--- src/rtl/fir_operand_feeder.sv ---
// Operand feeder for the FIR ALU: circular sample delay line plus coefficient bank, one (x[n-k], h[k]) pair per tap.
// Optional build macro FIR_ZERO_SKIP_EN: taps with a zero coefficient are skipped.
module fir_operand_feeder #(
    parameter int DATA_W = 16,
    parameter int NTAPS  = 64,
    parameter int ADDR_W = 6
) (
    input  logic              clk,
    input  logic              rst,
    input  logic              s_valid,
    output logic              s_ready,
    input  logic [DATA_W-1:0] s_data,
    input  logic              coef_we,
    input  logic [ADDR_W-1:0] coef_addr,
    input  logic [DATA_W-1:0] coef_wdata,
    output logic              m_valid,
    input  logic              m_ready,
    output logic [DATA_W-1:0] a,
    output logic [DATA_W-1:0] b,
    output logic [1:0]        op_sel,
    output logic [ADDR_W-1:0] m_tap,
    output logic              m_last,
    output logic              busy
);
    typedef enum logic {IDLE, EMIT} state_t;

    state_t                   state;
    logic signed [DATA_W-1:0] delay_line [NTAPS];
    logic signed [DATA_W-1:0] coef       [NTAPS];
    logic signed [DATA_W-1:0] coef_eff   [NTAPS];
    logic [ADDR_W-1:0]        wr_ptr, head, hd_sel, rd_idx;
    logic [ADDR_W-1:0]        base_p0, tap_p0;
    logic                     last_p0;
    logic signed [DATA_W-1:0] a_p0, b_p0;
    logic                     accept, advance;
`ifdef FIR_ZERO_SKIP_EN
    logic                     found;
`endif

    assign accept  = (state == IDLE) && s_valid && s_ready;
    assign advance = (state == EMIT) && m_valid && m_ready;

    // Write-first view of the coefficient bank, so a write landing on the loading tap is seen.
    always_comb begin
        for (int i = 0; i < NTAPS; i++)
            coef_eff[i] = (coef_we && coef_addr == ADDR_W'(i)) ? coef_wdata : coef[i];
    end

    // Stage p0: choose the next tap and fetch its operands.
    always_comb begin
        base_p0 = (state == IDLE) ? '0 : m_tap + ADDR_W'(1);
`ifdef FIR_ZERO_SKIP_EN
        // With no nonzero tap left, fall back to a zero-coefficient tap flagged last
        // so downstream still sees the end of the burst.
        found   = 1'b0;
        tap_p0  = (state == IDLE) ? '0 : ADDR_W'(NTAPS - 1);
        last_p0 = 1'b1;
        for (int i = 0; i < NTAPS; i++) begin
            if (!found && ADDR_W'(i) >= base_p0 && coef_eff[i] != '0) begin
                tap_p0 = ADDR_W'(i);
                found  = 1'b1;
            end
        end
        for (int i = 0; i < NTAPS; i++) begin
            if (found && ADDR_W'(i) > tap_p0 && coef_eff[i] != '0)
                last_p0 = 1'b0;
        end
`else
        tap_p0  = base_p0;
        last_p0 = (base_p0 == ADDR_W'(NTAPS - 1));
`endif
        // NTAPS is a power of two, so the ADDR_W subtraction wraps mod NTAPS.
        hd_sel = (state == IDLE) ? wr_ptr : head;
        rd_idx = hd_sel - tap_p0;
        a_p0   = (state == IDLE && tap_p0 == '0) ? s_data : delay_line[rd_idx];
        b_p0   = coef_eff[tap_p0];
    end

    always_ff @(posedge clk or posedge rst) begin
        if (rst) begin
            for (int i = 0; i < NTAPS; i++) begin
                delay_line[i] <= '0;
                coef[i]       <= '0;
            end
        end else begin
            if (accept)
                delay_line[wr_ptr] <= s_data;
            if (coef_we)
                coef[coef_addr] <= coef_wdata;
        end
    end

    // Stage p1: registered operand pair and handshake control.
    always_ff @(posedge clk or posedge rst) begin
        if (rst) begin
            state   <= IDLE;
            s_ready <= 1'b0;
            m_valid <= 1'b0;
            m_last  <= 1'b0;
            busy    <= 1'b0;
            a       <= '0;
            b       <= '0;
            op_sel  <= 2'b00;
            m_tap   <= '0;
            wr_ptr  <= '0;
            head    <= '0;
        end else begin
            case (state)
                IDLE: begin
                    if (accept) begin
                        head    <= wr_ptr;
                        wr_ptr  <= wr_ptr + ADDR_W'(1);
                        s_ready <= 1'b0;
                        busy    <= 1'b1;
                        state   <= EMIT;
                        m_valid <= 1'b1;
                        a       <= a_p0;
                        b       <= b_p0;
                        op_sel  <= 2'b01;
                        m_tap   <= tap_p0;
                        m_last  <= last_p0;
                    end else begin
                        s_ready <= 1'b1;
                    end
                end
                EMIT: begin
                    if (advance) begin
                        if (m_last) begin
                            state   <= IDLE;
                            m_valid <= 1'b0;
                            m_last  <= 1'b0;
                            op_sel  <= 2'b00;
                            busy    <= 1'b0;
                            s_ready <= 1'b1;
                        end else begin
                            a      <= a_p0;
                            b      <= b_p0;
                            m_tap  <= tap_p0;
                            m_last <= last_p0;
                        end
                    end
                end
                default: state <= IDLE;
            endcase
        end
    end
endmodule

--- config.mk ---
export PLATFORM = sky130hd
export DESIGN_NAME = fir_operand_feeder
export DESIGN_NICKNAME = d
export VERILOG_FILES = /design/src/rtl/fir_operand_feeder.sv
export SDC_FILE = /design/constraint.sdc
export NUM_CORES = 2
export LEC_CHECK = 0
export BUFFER_PORTS_ARGS = -buffer_cell sky130_fd_sc_hd__buf_4
export CORE_MARGIN = 3
export CORE_UTILIZATION = 27
export DETAILED_ROUTE_END_ITERATION = 7
export GPL_ROUTABILITY_DRIVEN = 1
export PLACE_DENSITY_LB_ADDON = 0.05
export SYNTH_ARGS = -nofsm -noshare
export SYNTH_HDL_FRONTEND = slang
export SYNTH_SLANG_ARGS = --single-unit
--- constraint.sdc ---
create_clock -name clk -period 156.3 [get_ports clk]
set_input_delay 7.815 -clock clk [delete_from_list [all_inputs] [get_ports clk]]
set_output_delay 7.815 -clock clk [all_outputs]
set_load 0.01 [all_outputs]
## Word-level counts from Yosys, hierarchy flattened

Index checks and enable logic that the tools add are counted.

- Input bits: 43
- Flip-flop bits (word level): 2104
- Word-level logic and storage cells: 409

- Equality and inequality tests: 68
- Reductions and logical operators: 78
- Add/subtract/negate cells: 3
- Muxes and demuxes: 111
- Order comparisons: 6
- Bitwise operators: 5

Operators by type and width:

| cell | number |
|---|---|
| 1024-bit bitwise mux | 2 |
| 16-bit 2-to-1 mux | 77 |
| 6-bit == test (second input constant) | 33 |
| 16-bit binary-select mux with 6-bit select | 2 |
| 16-bit demux with 6-bit select | 2 |
| 6-bit by 5-bit == test with 1-bit output (second input constant) | 16 |
| 1-bit logical AND | 71 |
| 16-bit one-hot mux with 2 select lines | 2 |
| 6-bit by 4-bit == test with 1-bit output (second input constant) | 8 |
| 6-bit 2-to-1 mux | 5 |
| 7-bit >= comparator (second input constant) | 4 |
| 6-bit inverter with 7-bit output | 4 |
| 6-bit by 3-bit == test with 1-bit output (second input constant) | 4 |
| 7-bit by 1-bit < comparator with 1-bit output (second input constant) | 2 |
| 6-bit by 1-bit adder with 6-bit output (second input constant) | 2 |
| 6-bit by 2-bit == test with 1-bit output (second input constant) | 2 |
| 6-bit zero test | 2 |
| 1-bit 2-to-1 mux | 12 |
| 6-bit one-hot mux with 2 select lines | 1 |
| 1-bit one-hot mux with 2 select lines | 4 |
| 6-bit by 1-bit == test with 1-bit output (second input constant) | 1 |
| 2-bit 2-to-1 mux | 3 |
| 2-bit inequality test (second input constant) | 3 |
| 2-bit AND reduction | 3 |
| other kinds (5) | 6 |

## Logic depth before layout (Yosys ltp)

- Depth after elaboration: 11
- Gate-level depth with buffers: 20

## Worst setup path after synthesis

OpenSTA, ideal clock, no wires.

- Kind: in2reg
- Start: in coef_addr[0]
- End: reg b[8]
- Arrival time: 10.543 ns
- Stages: 10
- Library setup time: 0.139 ns
- Buffers on the path: 2
- Setup slack: 145.619 ns
- Cell sequence: buf_4 -> buf_2 -> nand4b_2 -> nor2_1 -> mux2_2 -> mux4_2 -> mux2_2 -> a32oi_1 -> o21ai_1 -> or4b_1

- Cells in the longest elaborated chain, start to end: 9
- Elaborated cells between the ends (all ways): 199
- Those cells by class: eq/ne: 63; mux: 71; reduce/logical: 65

Ends and longest elaborated chain:

| element | line | source |
|---|---|---|
| start: declaration | 14 | `input logic [ADDR_W-1:0] coef_addr,` |
| 6-bit == test, or another cell as far along | 46 | `coef_eff[i] = (coef_we && coef_addr == ADDR_W'(i)) ? coef_wdata : coef[i];` |
| 1-bit logical AND | 46 |  |
| 16-bit 2-to-1 mux | 46 |  |
| 16-bit binary-select mux with 6-bit select * | 76 | `b_p0 = coef_eff[tap_p0];` |
| 16-bit 2-to-1 mux (not written as such) * (2 in series) | 76 |  |
| 16-bit 2-to-1 mux | 128 | `if (m_last) begin` |
| 16-bit 2-to-1 mux | 127 | `if (advance) begin` |
| 16-bit one-hot mux with 2 select lines * | 108 | `case (state)` |
| end signal: assignment | 118 | `b <= b_p0;` |
| end signal: assignment | 137 | `b <= b_p0;` |
| end: declaration | 19 | `output logic [DATA_W-1:0] b,` |

Mark *: on every way between the ends. The rest lies on a longest branch, timed or not. The select of a mux whose other input is x is not followed.
A chain may end at the register's enable or synchronous reset.

==> metrics <==
Total GRT Usage=0.227; clock insertion delay at the later pin of the skew report=920 ps; final core occ=0.314; switching power=just over 1 mW; vias per cell=5.38; Die Y-Extent=roughly 610 um; max-slew violation count=0; synth warn=0; R2R depth=14; final worst-path cycle share=0.0761; Logic pwr share=0.450; die area=376,000 um^2; minimum clock period=11,900 ps; hold_buf cts=0; Rows=~220; H-tree Lvls=5; f_max=0.0841 GHz; Worst setup EP type=asynchronous set/reset pin; layout cell share with drive strength beyond 1=0.302; die width=613 um; final setup TNS=0 ps; clock buffer depth=4; Critical Path Start Type=input pin; total gr overflow=0; vias in the first global route=about 73,000; total of max-cap violations=0; cell accounting for the most synthesized area=dfrtp_1; PwrDens=20.0 nW/um^2; pre-CTS setup slack=143,320 ps; syn_nets=8,570; Post-synth EDFFs=0; core area=366,000 um^2; Leak=between 50 and 60 nW; drt pass-1 iters=5; Crit Path Class=in -> async; area share of the largest cell type after synthesis=0.528; initial core utilization=0.272; Total Routed Length=432,000 um; Final Instance Count excl. Fillers=approximately 13,000; Resize count post-CTS=0; Syn Inst Count=8,520; RD Place Congestion=approximately 0.85; min-delay worst type=reg -> reg; # placed instances=roughly 13,000; status=finished clean; synth top area cells=dfrtp_1, mux2_2, mux4_2; Synth top cells by count=dfrtp_1, mux2_2, o21ai_0; most frequent cell after synthesis=dfrtp_1; CTS tree=done; largest net degree at the start of global routing=approximately 160; Final HPWL DP=between 200,000 and 300,000 um; global-route wire length before repair=609,000 um; # DRC=0; placed cell areas=~110,000 um^2; Sw Share=0.446; CP Max Fanout=154; num ports=87; RSZ-0062 raised after global routing=no; Starting DRT DRC Count=5,909; CTS sink count=2,102; Internal=1.28 mW; Peak VDD IR=between 0.03 and 0.04 mV; sequential fraction of the synthesis area=0.528; total chip power=roughly 2.3 mW; clk_skew=41.6 ps; Final Hold Violating Endpoints=0; Port Buffer Count=85; Reg power frac=0.273; Clk pwr share=0.277; ys flop type=dfrtp_1; vias=just over 70,000; Worst EP required=157,200 ps; DR WL/cell=between 30 and 40 um; max_slew headroom=0.0533; #FFs+latches synth=2,102; Worst-Margin Slew=1380 ps; Synth cell types=99; fin worst setup slack=144,400 ps; Hold Path Stages=2; CP arrival=around 13,000 ps; Setup Buffers After CTS=0; Avg Cell Area, Syn=around 12 um^2; root buffer cell=clkbuf_16; DRT antenna net count=0; Synth Cell Area=99,600 um^2; Finished Cell Area=115,000 um^2; area growth from synthesis to layout=15.5%; Async SR Flop Fraction=1.00; Worst Hold Slack=468 ps; fin nets=approximately 8,400; final setup violation count=0; clock transition at the registers of the reported paths=about 60 ps; CTS Buf Count=276; antenna violations before repair=33
[cell families after synthesis]
kind of cell,count (synthesis),share of synthesized area
compound gates,2051,0.131
xor+xnor,19,0.00182
fa+ha+maj,7,0.000955
buf+inv,898,0.0354
flops,2102,0.528
mux,1727,0.226
other cells,1,0.0000377
simple gates,1715,0.0764
[cells in the final DEF, fill, tap and decap left out, types with 23 or more instances in the layout]
cell       instances
clkinv_2          23
o21ai_0          984
a22oi_1           27
mux2i_1          111
nor3_1            97
nand2_1          912
nor2b_1           65
dfrtp_1         2101
a21oi_1          111
clkbuf_8          73
a2111oi_0         47
nor2_1           325
a221oi_1          41
a211oi_1         120
mux4_2           288
o22ai_1          164
a21o_1            23
o22a_1            33
mux2_2          1326
a31oi_1           30
o221ai_1          66
clkbuf_16        285
a211o_1           28
nor4_1            27
o311ai_0          34
o21ai_1           31
buf_4            428
o211ai_1          89
nand3_1           91
clkbuf_1          75
[power by group through the flow]
| stage | clock network, mW | logic [mW] | registers, mW |
|---|---|---|---|
| finish | 0.639 | 1.04 | 0.629 |
| global placement | 0 | 1.06 | 0.637 |
| detailed placement | 0 | 1.06 | 0.638 |
| CTS | 0.660 | 1.06 | 0.629 |
| global route | 0.680 | 1.09 | 0.634 |
| floorplan | 0 | 0.559 | 0.628 |
[flip-flops by register name, summed over array words and instances, names as in the netlist]
register / cells
wr_ptr: 6
head: 6
b: 16
m_tap: 6
s_ready: 1
m_last: 1
op_sel: 1
coef: 1024
state: 1
a: 16
delay_line: 1024
[cell type report]
| class | instances | area [um^2] |
|---|---|---|
| Fill cell | 37000 | 251000 |
| Sequential cell | 2102 | 52600 |
| Multi-Input combinational cell | 5520 | 43800 |
| Clock buffer | 433 | 8420 |
| Tap cell | 4816 | 6030 |
| Timing Repair Buffer | 438 | 3380 |
| Clock inverter | 49 | 556 |
| Inverter | 40 | 171 |
| Antenna cell | 14 | 35.0 |
[path summary, 6_finish.rpt]
| path | slack (ps) | start | to |
|---|---|---|---|
| hold reg to reg | 470 | coef[378]$_DFFE_PP0P_ | coef[378]$_DFFE_PP0P_ |
| setup reg to reg | 148340 | m_tap[0]$_DFFE_PP0P_ | a[9]$_DFFE_PP0P_ |
| max in group clk | 144720 | coef_addr[4] | b[0]$_DFFE_PP0P_ |
| hold / removal | 470 | coef[378]$_DFFE_PP0P_ | coef[378]$_DFFE_PP0P_ |
| min in group asynchronous | 7040 | rst | delay_line[927]$_DFFE_PP0P_ |
| setup / recovery | 144400 | rst | delay_line[540]$_DFFE_PP0P_ |
[critical path: stages]
cell and delay (ps):
buf_4 140, inv_8 440, buf_4 850, buf_12 550
buf_4 850, buf_4 840, buf_4 780
[per-layer routing]
layer	up-vias	global-route usage	part of all wire
met3	554	0.0259	0.040
met1	38600	0.311	0.45
li1	31100	-	-
met5	-	0	0.00012
met2	1907	0.375	0.48
met4	10	0.0678	0.031
(Power assumes the default switching activity.)
